===== src/rtl/jtag_host_ctrl.sv =====
// jtag_host_ctrl: turns sys_clk-domain commands into complete JTAG TAP walks (TLR, IR/DR scan, idle clocks)
// and returns the captured TDO bits; the TAP is parked in Run-Test/Idle between commands.
module jtag_host_ctrl #(
   parameter int CLK_DIV = 2,
   parameter int MAX_LEN = 32,
   parameter int LEN_W   = $clog2(MAX_LEN + 1)
) (
   input  logic               sys_clk,
   input  logic               reset,
   input  logic               cmd_valid,
   output logic               cmd_ready,
   input  logic [1:0]         cmd_op,
   input  logic [LEN_W-1:0]   cmd_len,
   input  logic [MAX_LEN-1:0] cmd_data,
   output logic               rsp_valid,
   output logic [MAX_LEN-1:0] rsp_data,
   output logic               rsp_err,
   output logic               busy,
   output logic               tck,
   output logic               tms,
   output logic               tdi,
   output logic               trst,
   input  logic               tdo
);
   localparam int IW = LEN_W + 1;
   localparam int DW = CLK_DIV > 1 ? $clog2(CLK_DIV) : 1;
   localparam logic [1:0] OP_TLR = 2'd0, OP_SIR = 2'd1, OP_SDR = 2'd2, OP_IDLE = 2'd3;

   typedef enum logic [2:0] {RST_SEQ, READY, WALK_IN, SHIFT, WALK_OUT, DONE} state_t;

   state_t             state, st_n, st_c;
   logic [1:0]         op;
   logic [LEN_W-1:0]   len;
   logic [MAX_LEN-1:0] data, cap;
   logic [IW-1:0]      idx, ntot, nidx, w, lenx, ntot_c;
   logic [DW-1:0]      div;
   logic               arm, boot, err, err_c;
   logic               is_scan, cur_sh, nxt_sh, tms_n, tdi_n, trst_n, last_edge, fin, launch;

   assign busy    = !cmd_ready;
   assign is_scan = op == OP_SIR || op == OP_SDR;
   assign w       = op == OP_SIR ? IW'(4) : op == OP_SDR ? IW'(3) : '0;
   assign lenx    = IW'(len);
   assign nidx    = arm ? '0 : idx + IW'(1);
   assign cur_sh  = is_scan && idx >= w && idx < w + lenx;
   assign nxt_sh  = is_scan && nidx >= w && nidx < w + lenx;

   // TMS for the TCK about to be launched: walk-in, shift (Exit1 on last bit), walk-out 1,0
   assign tms_n = op == OP_TLR  ? nidx < IW'(5) :
                  op == OP_IDLE ? 1'b0 :
                  nidx < w      ? nidx < w - IW'(2) :
                  nxt_sh        ? nidx == w + lenx - IW'(1) :
                                  nidx == w + lenx;
   assign tdi_n  = nxt_sh && |((data >> (nidx - w)) & MAX_LEN'(1));
   assign trst_n = op != OP_TLR || nidx >= IW'(5);
   assign st_n   = op == OP_TLR ? RST_SEQ : op == OP_IDLE ? SHIFT :
                   nidx < w ? WALK_IN : nxt_sh ? SHIFT : WALK_OUT;

   assign err_c  = (cmd_op == OP_SIR || cmd_op == OP_SDR) &&
                   (cmd_len == '0 || cmd_len > LEN_W'(MAX_LEN));
   assign ntot_c = cmd_op == OP_TLR ? IW'(6) : err_c ? '0 :
                   cmd_op == OP_SIR ? IW'(cmd_len) + IW'(6) :
                   cmd_op == OP_SDR ? IW'(cmd_len) + IW'(5) : IW'(cmd_len);
   assign st_c   = cmd_op == OP_TLR ? RST_SEQ : cmd_op == OP_IDLE ? SHIFT : WALK_IN;

   assign last_edge = tck && div == DW'(CLK_DIV - 1);
   assign fin       = !cmd_ready && (arm ? ntot == '0 : last_edge && nidx == ntot);
   assign launch    = !cmd_ready && (arm || last_edge);

   always_ff @(posedge sys_clk or posedge reset) begin
      if (reset) begin
         state     <= RST_SEQ;
         op        <= OP_TLR;
         len       <= '0;
         data      <= '0;
         cap       <= '0;
         idx       <= '0;
         ntot      <= IW'(6);
         div       <= '0;
         arm       <= 1'b1;
         boot      <= 1'b1;
         err       <= 1'b0;
         tck       <= 1'b0;
         tms       <= 1'b1;
         tdi       <= 1'b0;
         trst      <= 1'b0;
         cmd_ready <= 1'b0;
         rsp_valid <= 1'b0;
         rsp_data  <= '0;
         rsp_err   <= 1'b0;
      end else begin
         rsp_valid <= 1'b0;
         if (state == DONE) state <= READY;
         if (cmd_valid && cmd_ready) begin
            op        <= cmd_op;
            len       <= cmd_len;
            data      <= cmd_data;
            cap       <= '0;
            ntot      <= ntot_c;
            err       <= err_c;
            state     <= st_c;
            arm       <= 1'b1;
            cmd_ready <= 1'b0;
         end else if (fin) begin
            // the power-up TLR walk completes silently; commands get a response
            state     <= boot ? READY : DONE;
            rsp_valid <= !boot;
            rsp_err   <= err;
            rsp_data  <= cap;
            boot      <= 1'b0;
            arm       <= 1'b0;
            cmd_ready <= 1'b1;
            tck       <= 1'b0;
            tms       <= 1'b0;
            tdi       <= 1'b0;
         end else if (launch) begin
            arm   <= 1'b0;
            idx   <= nidx;
            div   <= '0;
            tck   <= 1'b0;
            tms   <= tms_n;
            tdi   <= tdi_n;
            trst  <= trst_n;
            state <= st_n;
         end else if (!cmd_ready) begin
            div <= div + DW'(1);
            if (div == DW'(CLK_DIV - 1)) begin
               div <= '0;
               tck <= 1'b1;
               if (cur_sh) cap <= cap | (MAX_LEN'(tdo) << (idx - w));
            end
         end
      end
   end
endmodule

===== config.mk =====
export PLATFORM = sky130hd
export DESIGN_NAME = jtag_host_ctrl
export DESIGN_NICKNAME = d
export VERILOG_FILES = /design/src/rtl/jtag_host_ctrl.sv
export SDC_FILE = /design/constraint.sdc
export NUM_CORES = 1
export LEC_CHECK = 0
export BUFFER_PORTS_ARGS = -buffer_cell sky130_fd_sc_hd__buf_2
export CAP_MARGIN = 20
export CORE_MARGIN = 2
export CORE_UTILIZATION = 60
export CTS_BUF_LIST = sky130_fd_sc_hd__clkbuf_4 sky130_fd_sc_hd__clkbuf_8
export CTS_CLUSTER_SIZE = 14
export DETAILED_ROUTE_END_ITERATION = 8
export MAX_ROUTING_LAYER = met4
export PLACE_DENSITY = 0.83
export SYNTH_ARGS = -nofsm -noshare
export SYNTH_HDL_FRONTEND = slang
export SYNTH_SLANG_ARGS = --single-unit

===== constraint.sdc =====
create_clock -name sys_clk -period 4 [get_ports sys_clk]
set_input_delay 0 -clock sys_clk [delete_from_list [all_inputs] [get_ports sys_clk]]
set_output_delay 0 -clock sys_clk [all_outputs]
set_load 0.02 [all_outputs]

; Yosys cells after proc, flatten, opt, wreduce, memory -nomap -nowiden
; Index checks and enable logic that the tools add are counted.
[classes]
n_addsub = 9
mul = 0
div = 0
order_cmp = 9
n_eq_ne = 13
n_shift = 2
n_mux = 36
bitwise_logic = 3
reduce_logical = 35
[ops]
columns = op, count
row1 = $mux W32, 6
row2 = $mux W7, 5
row3 = $or A32 B32 Y32, 1
row4 = $shl A1 B7 Y32, 1
row5 = $shr A32 B7 Y1, 1
row6 = $mux W1, 23
row7 = $eq A7 B7 Y1, 3
row8 = $lt A7 B7 Y1, 3
row9 = $add A6 B3 Y7 const B, 2
row10 = $ge A7 B3 Y1, 2
row11 = $sub A7 B3 Y7, 2
row12 = $logic_and A1 B1 Y1, 11
row13 = $reduce_bool A2 Y1, 5
row14 = $reduce_and A3 Y1, 3
row15 = $ne A2 B1 Y1 const B, 4
row16 = $add A3 B6 Y7, 1
row17 = $add A7 B1 Y7 const B, 1
row18 = $ge A7 B3 Y1 const B, 1
row19 = $logic_not A7 Y1, 1
row20 = $lt A7 B3 Y1, 1
row21 = $lt A7 B3 Y1 const B, 1
row22 = $sub A7 B1 Y7 const B, 1
row23 = $eq A2 B2 Y1 const B, 3
row24 = $gt A6 B6 Y1 const B, 1
row25 = 14 further kinds, 24
[word_totals]
reg_bits = 129
latch_bits = 0
ramBits = 0
mem_bits_ro = 0
inputBits = 44
out_inout_bits = 40
wordCells = 125
memories = 0

; Longest topological paths before layout
[depth]
depth_word = 12
depth_mapped = 16

; Worst setup path before layout
; No wires, ideal clock.
[synth_path]
kind = register to register
from = reg op[0]
to = reg cap[2]
setup_time_ns = 0.069
arrival_time_ns = 3.325
required_ns = 3.931
setup_slack_ns = 0.606
path_stages_with_launch = 16
synth_period_minus_slack_ns = 3.394
cell_sequence = dfrtp_1 > inv_1 > ha_1 > buf_2 > xor2_1 > ha_1 > a21o_1 > xnor2_1 > inv_1 > ha_1 > a21o_1 > a21o_1 > maj3_1 > a31oi_1 > buf_2 > a32o_1
[synth_via]
elab_chain_len = 12
word_cells_on_any_way = 21
cone_classes = add/sub (2) / order compare (2) / eq/ne (2) / shift (1) / mux (8) / bitwise (1) / reduce/logical (5)
[synth_rtl]
columns = item, line_no
row1 = "start, declared", 32  ; logic [1:0] op;
row2 = "start signal, assigned", 95  ; op <= cmd_op;
row3 = $eq A2 B2 Y1, "41, 42"
row4 = $mux W2, 42  ; assign w = op == OP_SIR ? IW'(4) : op == OP_SDR ? IW'(3) : '0;
row5 = $mux W3, 42
row6 = $sub A7 B3 Y7, 130  ; if (cur_sh) cap <= cap | (MAX_LEN'(tdo) << (idx - w));
row7 = $shl A1 B7 Y32, 130
row8 = $or A32 B32 Y32, 130
row9 = $mux W32, 130
row10 = $mux W32, 127  ; if (div == DW'(CLK_DIV - 1)) begin
row11 = $mux W32, 125  ; end else if (!cmd_ready) begin
row12 = $mux W32, 116  ; end else if (launch) begin
row13 = $mux W32, 104  ; end else if (fin) begin
row14 = $mux W32, 94  ; if (cmd_valid && cmd_ready) begin
row15 = "end signal, assigned", 130
row16 = "end, declared", 34  ; logic [MAX_LEN-1:0] data, cap;
; Several ways; a longest one is shown, not always the timed one. The select of a mux whose other input is x is not followed.
; A chain may end at the register's enable or synchronous reset.

; Worst setup path after layout
[layout_path]
from = reg op[0]
to = reg cap[31]
; Same word-level chain as after synthesis.

==> metrics list <==
* Wirelength, routed: 17400 um
- Post-CTS setup-driven buffer insertion count: 0
* Final routed DRC violation total: 0
- Count of endpoints failing setup in the final report: 0
* Most frequent CP cell: ha_1
* Number of synthesis warnings: 0
* Cell internal pwr: 4.04 mW
- Max-cap violations in this run came to 0.
- The synthesized design contains 129 register bits.
* Vias/cell: 6.08
* Count of distinct cell types in the synthesized netlist: 71
* Grt peak-use layer: met2
- The die is 115 um tall.
- Per report_power, the sequential group accounts for 28.4% of the total.
- The number of global-route vias before repair is 5696.
* Critical path data required time: 4.37 ns
- Die ar.: 13100 um^2
- Clock Tree Root: clkbuf_8
* Footprint of the multi-input gates: 3830 um^2
- Buffers inserted to repair hold after CTS numbered 42.
- Clock Latency Late Sink: 0.44 ns
* Maximum level of the CTS H-tree: 4
* Slowest cell on the critical path: dfrtp_1
* Unrepaired setup endpoints after global routing: no
- From synthesis to final layout, the design area changed by 18.9%.
- Achievable clock frequency: 0.281 GHz
* Cells along the critical path: inv_1 -> ha_1 -> ha_1 -> ha_1 -> a21o_1 -> xnor2_1 -> inv_1 -> ha_1 -> a21o_1 -> a21o_1 -> maj3_1 -> a31oi_2 -> buf_12 -> a32o_1
- The synthesized netlist occupies a cell area of 7350 um^2.
- Tot Pwr: 6.91 mW
- Global routing consumed, on the met2 layer, 48.3% of the routing resources.
- Total instance count after detailed placement: 837
- For the worst setup path, the data arrival time is 3.93 ns.
* Fin cells: 910
- Instance area after placement: 7960 um^2
- The repair_antennas step left the layout with diodes totalling 0.
- In the layout the commonest cells are dfrtp_1 (124), buf_2 (83), mux2_2 (45).
- Logic gate share of total power: 57.0%
- P per Cell Area: 791 nW/um^2
- TritonCTS built the clock tree.
- Number of max-slew violations in the final report: 0
- The clock network burns 14.6% of the power.
- After global routing the overflow that remains totals 0.
- The final-report hold violation count came to 0.
* Number of clock sinks: 129
* Post-Synthesis Net Count: 701
- Maximum root-to-sink buffer count: 2
- In the global route stage, met1 resource usage came out at 34.4%.
* All-Layer GR Usage: 28.7%
* Path class of the lowest-slack min-delay path: input pin to flop
- With fillers left out, the area of the finished cells amounts to 8740 um^2.
* Slowest Stage Delay on Critical Path: 0.39 ns
- Measured against its own limit, the worst slew margin works out to 36.1%.
- At the pin with the least slew margin, the transition time is 0.958 ns.
- The worst-case IR drop observed on VDD is 0.000479 V.
* Switching power as a share of total power: 41.6%
- Summing the sequential cell areas from Yosys gives 44.0% of the chip area.
- Averaged over all synthesized cells, the footprint is 11.9 um^2.
- After floorplanning, the core was sized to cover 12000 um^2.
- Share of post-route cells with drive strength above 1: 31.5%
* Drt first-iter violations: 417
* Number of flops mapped to enable cells by yosys: 0
* IO Port Bufs: 83
* Reg-to-reg critical path startpoint: op[0]
* Fraction of the cycle the final worst path needs: 89.0%
- Fill cells: 806
- Main synth FF type: dfrtp_1
- TritonCTS created 17 clock buffers.
- Run status: completed
* Final antenna-violating net count: 0
* Most common library cell in the layout ignoring fill and taps: dfrtp_1
- GR Util met3: 5.35%
- The analysis attributes to cell leakage a power of 4.17 nW.
* Switching pwr: 2.88 mW
- Adding up every negative setup slack in the final design gives 0 ns.
- Antenna violations before repair: 0
* Endpoint class of the critical path: flop
- Global-route wire length before repair: 28300 um
- Starting density of the core: 61.4%
- Timing startpoint of the critical path: op[0]
* Largest fanout of any net on the critical path: 32
* Via count of the routed design: 5530
* Net count, final: 836
* Area share of the largest cell type after synthesis: 42.2%
- Width of the chip: 115 um
- The wire-length estimate of the detail-placed layout is 12100 um.
- The floorplan has 40 rows.
- Final min period: 3.56 ns
* Share of flip-flops with an asynchronous set or reset after synthesis: 100%
- Critical path class: flop to flop
- Post-cts resize count: 0
- The cell count after synthesis came out at 616.
- The congestion estimate from routability-driven global placement came to 0.980.
- The worst hold path begins at tdo.
- After clock tree synthesis, the clock-pin slew on the worst setup and hold paths is 0.07 ns.
* Io pins: 84
- STA classifies the critical path startpoint as a flop.
- After detailed routing, the average wire length per cell comes to 19.1 um.
- Biggest area consumer among synthesized cells: dfrtp_1
- Entering global routing, the biggest net connects 80 pins.
* Area contributors post-synth: dfrtp_1 (42%), mux2_2 (6.9%), ha_1 (6.6%), mux2_4 (5.7%), a32o_1 (4.4%)
* Initial DRT Pass Iterations: 5
- Registers take 3230 um^2.
- Setup clock skew after layout: 0.0102 ns
[power by group through the flow]
stage               clock network [mW]  registers [mW]  logic [mW]
floorplan                            0            1.92        2.97
CTS                               1.02            1.96        3.91
detailed placement                   0            1.98        3.85
finish                            1.01            1.96        3.94
global placement                     0            1.95        3.73
global route                      1.08            2.01        4.31
[synth_stat cells, types with 3 or more instances]
cell and instances:
a21oi_1 9, mux2_2 45, nor2b_1 10, nor4_1 8, nand4b_1 3, mux2_4 28
o211ai_1 3, o21ai_0 29, a211oi_1 6, nand2b_1 5, buf_1 5, xnor2_1 28
ha_1 39, dfstp_2 5, dfrtp_1 124, nor3_1 10, nand2_1 38, nor4b_1 3
nand3_1 16, inv_1 27, nor2_1 25, a32o_1 32, or2_2 3, clkbuf_1 9
a211o_1 3, a21o_1 8, o31ai_1 3, xor2_1 8, o22ai_1 3, buf_2 11
buf_12 3, mux2i_1 3, and2_1 3, mux4_2 10
[routing by layer]
layer | vias up | wire length [um]
met4 | 0 | 386
met3 | 38 | 804
met5 | - | 0
met1 | 2751 | 7110
met2 | 196 | 9090
li1 | 2545 | -
[path summary, 6_finish.rpt]
kind	end	slack, ns	cells after the start
worst min register to register	boot	0.49	1
worst min-delay path	cap[25]	0.26	4
worst max register to register	cap[31]	0.44	14
min in group asynchronous	data[10]	0.29	4
max in group asynchronous	cmd_ready	2.95	4
worst max-delay path	cap[31]	0.44	14
[logic make-up after synthesis]
logic type	share of synthesized area (%)
AOI/OAI and AO/OA	12.0
xor gates and xnor gates	5.23
adders and majority gates	7.46
buffers and inverters	4.02
DFF	44.0
muxes	16.7
and+or+nand+nor	10.5
[sequential cells by signal (all words and copies together), names as in the netlist]
name       count
cap           32
data          32
rsp_data      32
idx            7
ntot           7
len            6
op             2
arm            1
boot           1
cmd_ready      1
div            1
err            1
rsp_err        1
rsp_valid      1
tck            1
tdi            1
tms            1
trst           1
[final cells by class]
type,count,area share [%]
Multi-Input combinational cell,430,43.8
Sequential cell,129,37.0
Timing Repair Buffer,146,11.8
Clock buffer,21,3.09
Tap cell,147,2.10
Inverter,27,1.19
Clock inverter,10,1.02
[metrics by stage]
stage                     hold WS [ns]  setup WS [ns]  utilization, %
after floorplan                 0.0867          0.567               -
after global placement           0.207          0.616            66.5
after detailed placement         0.213          0.478            66.5
after CTS                        0.223          0.458            73.1
after global routing             0.256          0.237            73.1
final                            0.256          0.439            73.1
[critical path, delay by kind of cell (launching register included)]
| family | cells | cell delay [ns] |
|---|---|---|
| fa+ha+maj | 5 | 1.39 |
| compound gates | 5 | 1.02 |
| xor+xnor | 1 | 0.28 |
| flops | 1 | 0.39 |
| buf+inv | 3 | 0.41 |
Note: power is estimated with default switching activity, not from simulation.
